===== config.mk =====
export PLATFORM = sky130hd
export DESIGN_NAME = divide_unit
export DESIGN_NICKNAME = d
export VERILOG_FILES = /design/src/rtl/divide_pkg.sv /design/src/rtl/divide_step.sv /design/src/rtl/divide_unit.sv
export SDC_FILE = /design/constraint.sdc
export NUM_CORES = 1
export LEC_CHECK = 0
export BUFFER_PORTS_ARGS = -buffer_cell sky130_fd_sc_hd__buf_2
export CAP_MARGIN = 30
export CORE_ASPECT_RATIO = 0.7
export CORE_MARGIN = 8
export CORE_UTILIZATION = 37
export CTS_CLUSTER_DIAMETER = 120
export CTS_CLUSTER_SIZE = 40
export DETAILED_ROUTE_END_ITERATION = 16
export PLACE_DENSITY = 0.52
export SLEW_MARGIN = 30
export SYNTH_ARGS = -nofsm -noshare
export SYNTH_HDL_FRONTEND = slang
export SYNTH_HIERARCHICAL = 1
export SYNTH_SLANG_ARGS = --single-unit

===== constraint.sdc =====
create_clock -name clock -period 7.4 [get_ports clock]
set_input_delay 1.11 -clock clock [delete_from_list [all_inputs] [get_ports clock]]
set_output_delay 1.11 -clock clock [all_outputs]
set_load 0.005 [all_outputs]

===== src/rtl/divide_pkg.sv =====
// rtl/divide_pkg.sv - shared types, constants and sign helpers for the divide unit
package divide_pkg;

    localparam int DEFAULT_WIDTH = 32;
    localparam int MAX_WIDTH     = 64;

    typedef enum logic [1:0] {
        IDLE = 2'd0,
        RUN  = 2'd1,
        DONE = 2'd2
    } state_t;

    // Helpers work at the widest legal width; callers truncate to WIDTH,
    // which keeps two's-complement negation exact modulo 2**WIDTH.
    typedef logic [MAX_WIDTH-1:0] wide_t;

    function automatic wide_t negate(input wide_t value);
        return ~value + wide_t'(1);
    endfunction

    function automatic wide_t magnitude(input wide_t value, input logic is_neg);
        return is_neg ? negate(value) : value;
    endfunction

    function automatic wide_t apply_sign(input wide_t value, input logic make_neg);
        return make_neg ? negate(value) : value;
    endfunction

endpackage


===== src/rtl/divide_step.sv =====
// rtl/divide_step.sv - one restoring division iteration (shift, subtract, select)
module divide_step #(
    parameter int WIDTH = 32
) (
    input  logic [WIDTH-1:0] rem_in,
    input  logic [WIDTH-1:0] quo_in,
    input  logic [WIDTH-1:0] dvs,
    output logic [WIDTH-1:0] rem_out,
    output logic [WIDTH-1:0] quo_out
);

    logic [WIDTH:0] shifted;
    logic [WIDTH:0] diff;
    logic           borrow;

    // The running remainder stays below the divisor, so the top bit of the
    // WIDTH+1-bit difference is set exactly when the subtraction borrows.
    assign shifted = {rem_in, quo_in[WIDTH-1]};
    assign diff    = shifted - {1'b0, dvs};
    assign borrow  = diff[WIDTH];

    assign rem_out = borrow ? shifted[WIDTH-1:0] : diff[WIDTH-1:0];
    assign quo_out = {quo_in[WIDTH-2:0], ~borrow};

endmodule


===== src/rtl/divide_unit.sv =====
// rtl/divide_unit.sv - iterative restoring divider with valid/ready handshake
module divide_unit
    import divide_pkg::*;
#(
    parameter int WIDTH     = DEFAULT_WIDTH,
    parameter bit SIGNED_EN = 1'b1
) (
    input  logic             clock,
    input  logic             reset,
    input  logic             in_valid,
    output logic             in_ready,
    input  logic [WIDTH-1:0] dividend,
    input  logic [WIDTH-1:0] divisor,
    input  logic             signed_op,
    output logic             out_valid,
    input  logic             out_ready,
    output logic [WIDTH-1:0] quotient,
    output logic [WIDTH-1:0] rest,
    output logic             div_by_zero,
    output logic             busy
);

    localparam int CW = $clog2(WIDTH);

    state_t           state;
    state_t           next_state;
    logic             alive;
    logic             zero_pend;
    logic             accept;
    logic             last_step;
    logic [CW-1:0]    cnt;
    logic [WIDTH-1:0] rem_q;
    logic [WIDTH-1:0] quo_q;
    logic [WIDTH-1:0] dvs_q;
    logic [WIDTH-1:0] step_rem;
    logic [WIDTH-1:0] step_quo;
    logic [WIDTH-1:0] mag_a;
    logic [WIDTH-1:0] mag_b;
    logic [WIDTH-1:0] q_out;
    logic [WIDTH-1:0] r_out;
    logic             dbz_out;
    logic             neg_q;
    logic             neg_r;
    logic             op_signed;
    logic             sign_a;
    logic             sign_b;
    logic             divisor_zero;

    assign op_signed    = SIGNED_EN && signed_op;
    assign sign_a       = op_signed & dividend[WIDTH-1];
    assign sign_b       = op_signed & divisor[WIDTH-1];
    assign mag_a        = WIDTH'(magnitude(wide_t'(dividend), sign_a));
    assign mag_b        = WIDTH'(magnitude(wide_t'(divisor), sign_b));
    assign divisor_zero = (divisor == '0);

    divide_step #(
        .WIDTH(WIDTH)
    ) u_step (
        .rem_in (rem_q),
        .quo_in (quo_q),
        .dvs    (dvs_q),
        .rem_out(step_rem),
        .quo_out(step_quo)
    );

    // alive holds in_ready low while reset is asserted and releases it one
    // edge after reset deasserts.
    always_ff @(posedge clock or negedge reset) begin
        if (!reset) begin
            state <= IDLE;
            alive <= 1'b0;
        end else begin
            state <= next_state;
            alive <= 1'b1;
        end
    end

    always_comb begin
        next_state = state;
        in_ready   = 1'b0;
        out_valid  = 1'b0;
        busy       = 1'b0;
        last_step  = 1'b0;
        case (state)
            IDLE: begin
                in_ready = alive & ~zero_pend;
                if (zero_pend) begin
                    next_state = DONE;
                end
            end
            RUN: begin
                busy = 1'b1;
                if (cnt == '0) begin
                    last_step  = 1'b1;
                    next_state = DONE;
                end
            end
            DONE: begin
                out_valid = 1'b1;
                in_ready  = out_ready;
                if (out_ready) begin
                    next_state = IDLE;
                end
            end
            default: next_state = IDLE;
        endcase
        accept = in_valid & in_ready;
        // A zero divisor spends one cycle in IDLE with zero_pend set, then DONE.
        if (accept) begin
            next_state = divisor_zero ? IDLE : RUN;
        end
    end

    always_ff @(posedge clock or negedge reset) begin
        if (!reset) begin
            cnt       <= '0;
            rem_q     <= '0;
            quo_q     <= '0;
            dvs_q     <= '0;
            neg_q     <= 1'b0;
            neg_r     <= 1'b0;
            zero_pend <= 1'b0;
            q_out     <= '0;
            r_out     <= '0;
            dbz_out   <= 1'b0;
        end else begin
            zero_pend <= 1'b0;
            if (accept) begin
                if (divisor_zero) begin
                    q_out     <= '1;
                    r_out     <= dividend;
                    dbz_out   <= 1'b1;
                    zero_pend <= 1'b1;
                end else begin
                    rem_q   <= '0;
                    quo_q   <= mag_a;
                    dvs_q   <= mag_b;
                    neg_q   <= sign_a ^ sign_b;
                    neg_r   <= sign_a;
                    cnt     <= CW'(WIDTH - 1);
                    dbz_out <= 1'b0;
                end
            end else if (state == RUN) begin
                rem_q <= step_rem;
                quo_q <= step_quo;
                if (cnt != '0) begin
                    cnt <= cnt - CW'(1);
                end
                // Sign fixup happens once, as the last step retires.
                if (last_step) begin
                    q_out <= WIDTH'(apply_sign(wide_t'(step_quo), neg_q));
                    r_out <= WIDTH'(apply_sign(wide_t'(step_rem), neg_r));
                end
            end
        end
    end

    assign quotient    = q_out;
    assign rest        = r_out;
    assign div_by_zero = dbz_out;

endmodule


==> results.py <==
metrics = {
    "worst_setup_path": {
        "critPathLaunchType": "flop",
        "critPathSlowestCell": "inv_2",
        "r2r_slack_ps": 1430,
        "critPathTopFamily": "simple AND/OR/NAND/NOR gates",
        "cp-startpoint": "quo_q[31]$_DFFE_PN0P_",
        "r2r-end": "rest[31]$_DFFE_PN0P_",
        "cp-end-kind": "flop",
        "crit_top_cell": "o2111ai_1",
        "critical_path_class": "flop to flop",
        "cp_cell_sequence": "inv_1 > ha_1 > fa_1 > and2b_1 > o2111ai_1 > a21oi_2 > o2111ai_1 > a211oi_2 > nor2_2 > mux2i_1 > buf_4 > and2_4 > inv_2 > mux2_1 > or4_1 > or3_1 > o41ai_1 > xnor2_1 > nand2_1 > a31oi_1",
        "worst-path-buf-inv": 3,
        "path_max_fanout": 25,
        "reg2reg_from": "quo_q[31]$_DFFE_PN0P_",
        "r2r_cells": 20,
        "crit_arrival_ps": 6340,
        "cpPeakStageDelay_ps": 620,
        "required_ps": 7770,
    },
    "place": {
        "place.gp.congestion": 0.934,
        "io_buffers": 136,
        "dpl.hpwl_mm": 30.5,
    },
    "route": {
        "route.detailed.drc": 0,
        "drt-initial-drc-count": 1008,
        "viasPerCell": 5.59,
        "dr.pass1.iters": 5,
        "antenna_left": 0,
        "vias": 10800,
        "wl_mm": 40.3,
        "wl_per_cell_um": 20.8,
    },
    "cells_and_area": {
        "antenna_cells": 0,
        "n_fill_cell": 3330,
        "layout_commonest_cell": "dfrtp_1",
        "final_cell_mix": "dfrtp_1, nand2_1, buf_2",
        "regArea_um2": 4310,
        "drive_gt1_share_pct": 15.7,
        "multiInputGateArea_um2": 7070,
        "syn_to_final_growth_pct": 11.4,
        "fin_nets": 1606,
    },
    "timing": {
        "setup_tns_ps": 0,
        "fin_crit_ps": 5970,
        "finalCritPeriodShare_pct": 80.6,
        "rsz0062_at_grt": "no",
        "max_freq_ghz": 0.168,
        "finalSetupViolCount": 0,
        "holdWs_ps": 473,
        "slew_headroom_pct": 40.4,
        "worstMarginPinSlew_ps": 891,
        "finalClockSkew_ps": 11.1,
        "hold_viol": 0,
        "maxSlewViolCount": 0,
    },
    "global_routing": {
        "grt_max_degree": 92,
        "gr-usage-all-layers_pct": 20.4,
        "overflow": 0,
        "grt_pass1_vias": 10200,
        "grt_pass1_wl_mm": 62.3,
        "antenna_found_initial": 1,
    },
    "floorplanning": {
        "die_y_um": 167,
        "rows": 55,
        "fp.coreArea_um2": 32300,
        "die-area_um2": 38900,
        "pin_count": 137,
        "start_util_pct": 37.6,
        "die_w_um": 232,
    },
    "clock_network": {
        "htree_levels": 4,
        "cts.path.max_buffers": 2,
        "path_clk_slew_ps": 70,
        "post-cts-setup-buffers": 0,
        "clock_sinks": 172,
        "ctsResizeCount": 0,
        "cts-root-buf": "clkbuf_16",
        "cts_buffers": 17,
        "cts.hold.buffers_added": 0,
        "insertion_delay_ps": 450,
        "cts_tree": "built",
    },
    "logic_synthesis": {
        "ys_types": 81,
        "synth-edff-count": 0,
        "synth_fp_nets": 1548,
        "ys.flop_type": "dfrtp_1",
        "ys_warn_count": 6,
        "synth.ff_latch_count": 172,
        "syn_area_um2": 12100,
        "async_reset_ff_share_pct": 100,
        "synthCells": 1441,
        "yosysSeqAreaShare_pct": 35.5,
        "syn_area_per_cell_um2": 8.42,
    },
    "hold_path": {
        "min_from": "rest[5]$_DFFE_PN0P_",
        "holdPathStages": 2,
        "hp-class": "flop to flop",
        "min_to": "rest[5]$_DFFE_PN0P_",
    },
    "status": {
        "outcome": "completed",
    },
    "job": {
        "cap_violations": 0,
    },
}
## registers in the layout, summed over array words and instances (netlist names), 2 cells and up
| name | flops |
|---|---|
| state | 2 |
| quo_q | 32 |
| quotient | 32 |
| rest | 32 |
| rem_q | 32 |
| cnt | 5 |
| dvs_q | 32 |
## cells in the mapped netlist, types with 4 or more instances
| cell type | n | share of area (%) |
|---|---|---|
| o31ai_1 | 32 | 2.0 |
| a211oi_1 | 4 | 0.25 |
| xor2_1 | 70 | 5.1 |
| ha_1 | 37 | 3.8 |
| buf_1 | 7 | 0.22 |
| a31oi_1 | 18 | 0.93 |
| nand2b_1 | 9 | 0.46 |
| nor2_1 | 111 | 3.4 |
| nand4_1 | 9 | 0.46 |
| a21oi_1 | 117 | 4.8 |
| dfrtp_1 | 172 | 35 |
| buf_2 | 12 | 0.50 |
| o21ai_1 | 26 | 1.1 |
| o21ai_0 | 113 | 4.7 |
| and3_1 | 9 | 0.46 |
| clkbuf_1 | 56 | 1.7 |
| nor3_1 | 16 | 0.66 |
| nor3b_1 | 6 | 0.37 |
| o41ai_1 | 17 | 1.2 |
| or4_1 | 19 | 1.2 |
| nor2b_1 | 6 | 0.31 |
| a21o_1 | 23 | 1.4 |
| a22o_1 | 12 | 0.87 |
| or2_2 | 7 | 0.36 |
| o22ai_1 | 6 | 0.31 |
| o21a_1 | 7 | 0.43 |
| or3_1 | 22 | 1.1 |
| mux2_4 | 19 | 2.4 |
| xnor2_1 | 72 | 5.2 |
| mux2i_1 | 10 | 0.83 |
| and2_1 | 7 | 0.36 |
| buf_4 | 35 | 2.2 |
| o2111ai_1 | 4 | 0.29 |
| nand2_1 | 169 | 5.2 |
| a22oi_1 | 4 | 0.25 |
| nand3_1 | 38 | 1.6 |
| nor4_1 | 20 | 1.0 |
| inv_1 | 52 | 1.6 |
## stage by stage
step	setup WS, ps	utilization (%)	cells	instance area [µm²]
after global placement	1590	40.0	1906	12900
after floorplan	2590	-	1441	12100
after CTS	1480	41.7	1938	13500
after global routing	1120	41.9	1939	13500
final	1430	41.9	1939	13500
after detailed placement	1550	40.0	1906	12900
## worst max-delay path by stage
stage	endpoint	slack (ps)	cells after the start
floorplan	rest[31]$_DFFE_PN0P_	2590	21
global placement	rest[31]$_DFFE_PN0P_	1590	20
detailed placement	rest[31]$_DFFE_PN0P_	1550	20
CTS	rest[31]$_DFFE_PN0P_	1480	20
global route	rest[31]$_DFFE_PN0P_	1120	20
finish	rest[31]$_DFFE_PN0P_	1430	20
## logic make-up after synthesis
logic type                 synth area share (%)
and+or+nand+nor                            18.8
AOI/OAI and AO/OA                          21.2
DFF                                        35.5
buffers and inverters                      6.59
xor gates and xnor gates                   10.3
adders and majority gates                  3.98
muxes                                      3.64
other                                    0.0309
## tightest hold or removal path: cells and delay by family (launching register included)
family          cells  cell delay, ps
compound gates      1              60
simple gates        1              40
flops               1             340
## final cells by class
cell class                      instances  share of cell area (%)
Clock buffer                           18                    3.25
Clock inverter                         14                   0.889
Inverter                               55                    1.53
Multi-Input combinational cell       1101                    52.4
Sequential cell                       172                    31.9
Tap cell                              427                    3.96
Timing Repair Buffer                  152                    6.15
## per-layer routing
layer | track usage [%] | part of all wire [%] | vias to the layer above
met2 | 26.4 | 38 | 356
met4 | 4.34 | 1.3 | 0
met1 | 32.7 | 53 | 5253
met5 | 0 | 0 | -
met3 | 4.98 | 7.7 | 29
li1 | - | - | 5205
Power is not shown: default switching activity piles up to over one toggle a cycle in this logic, so the estimate is an artifact.
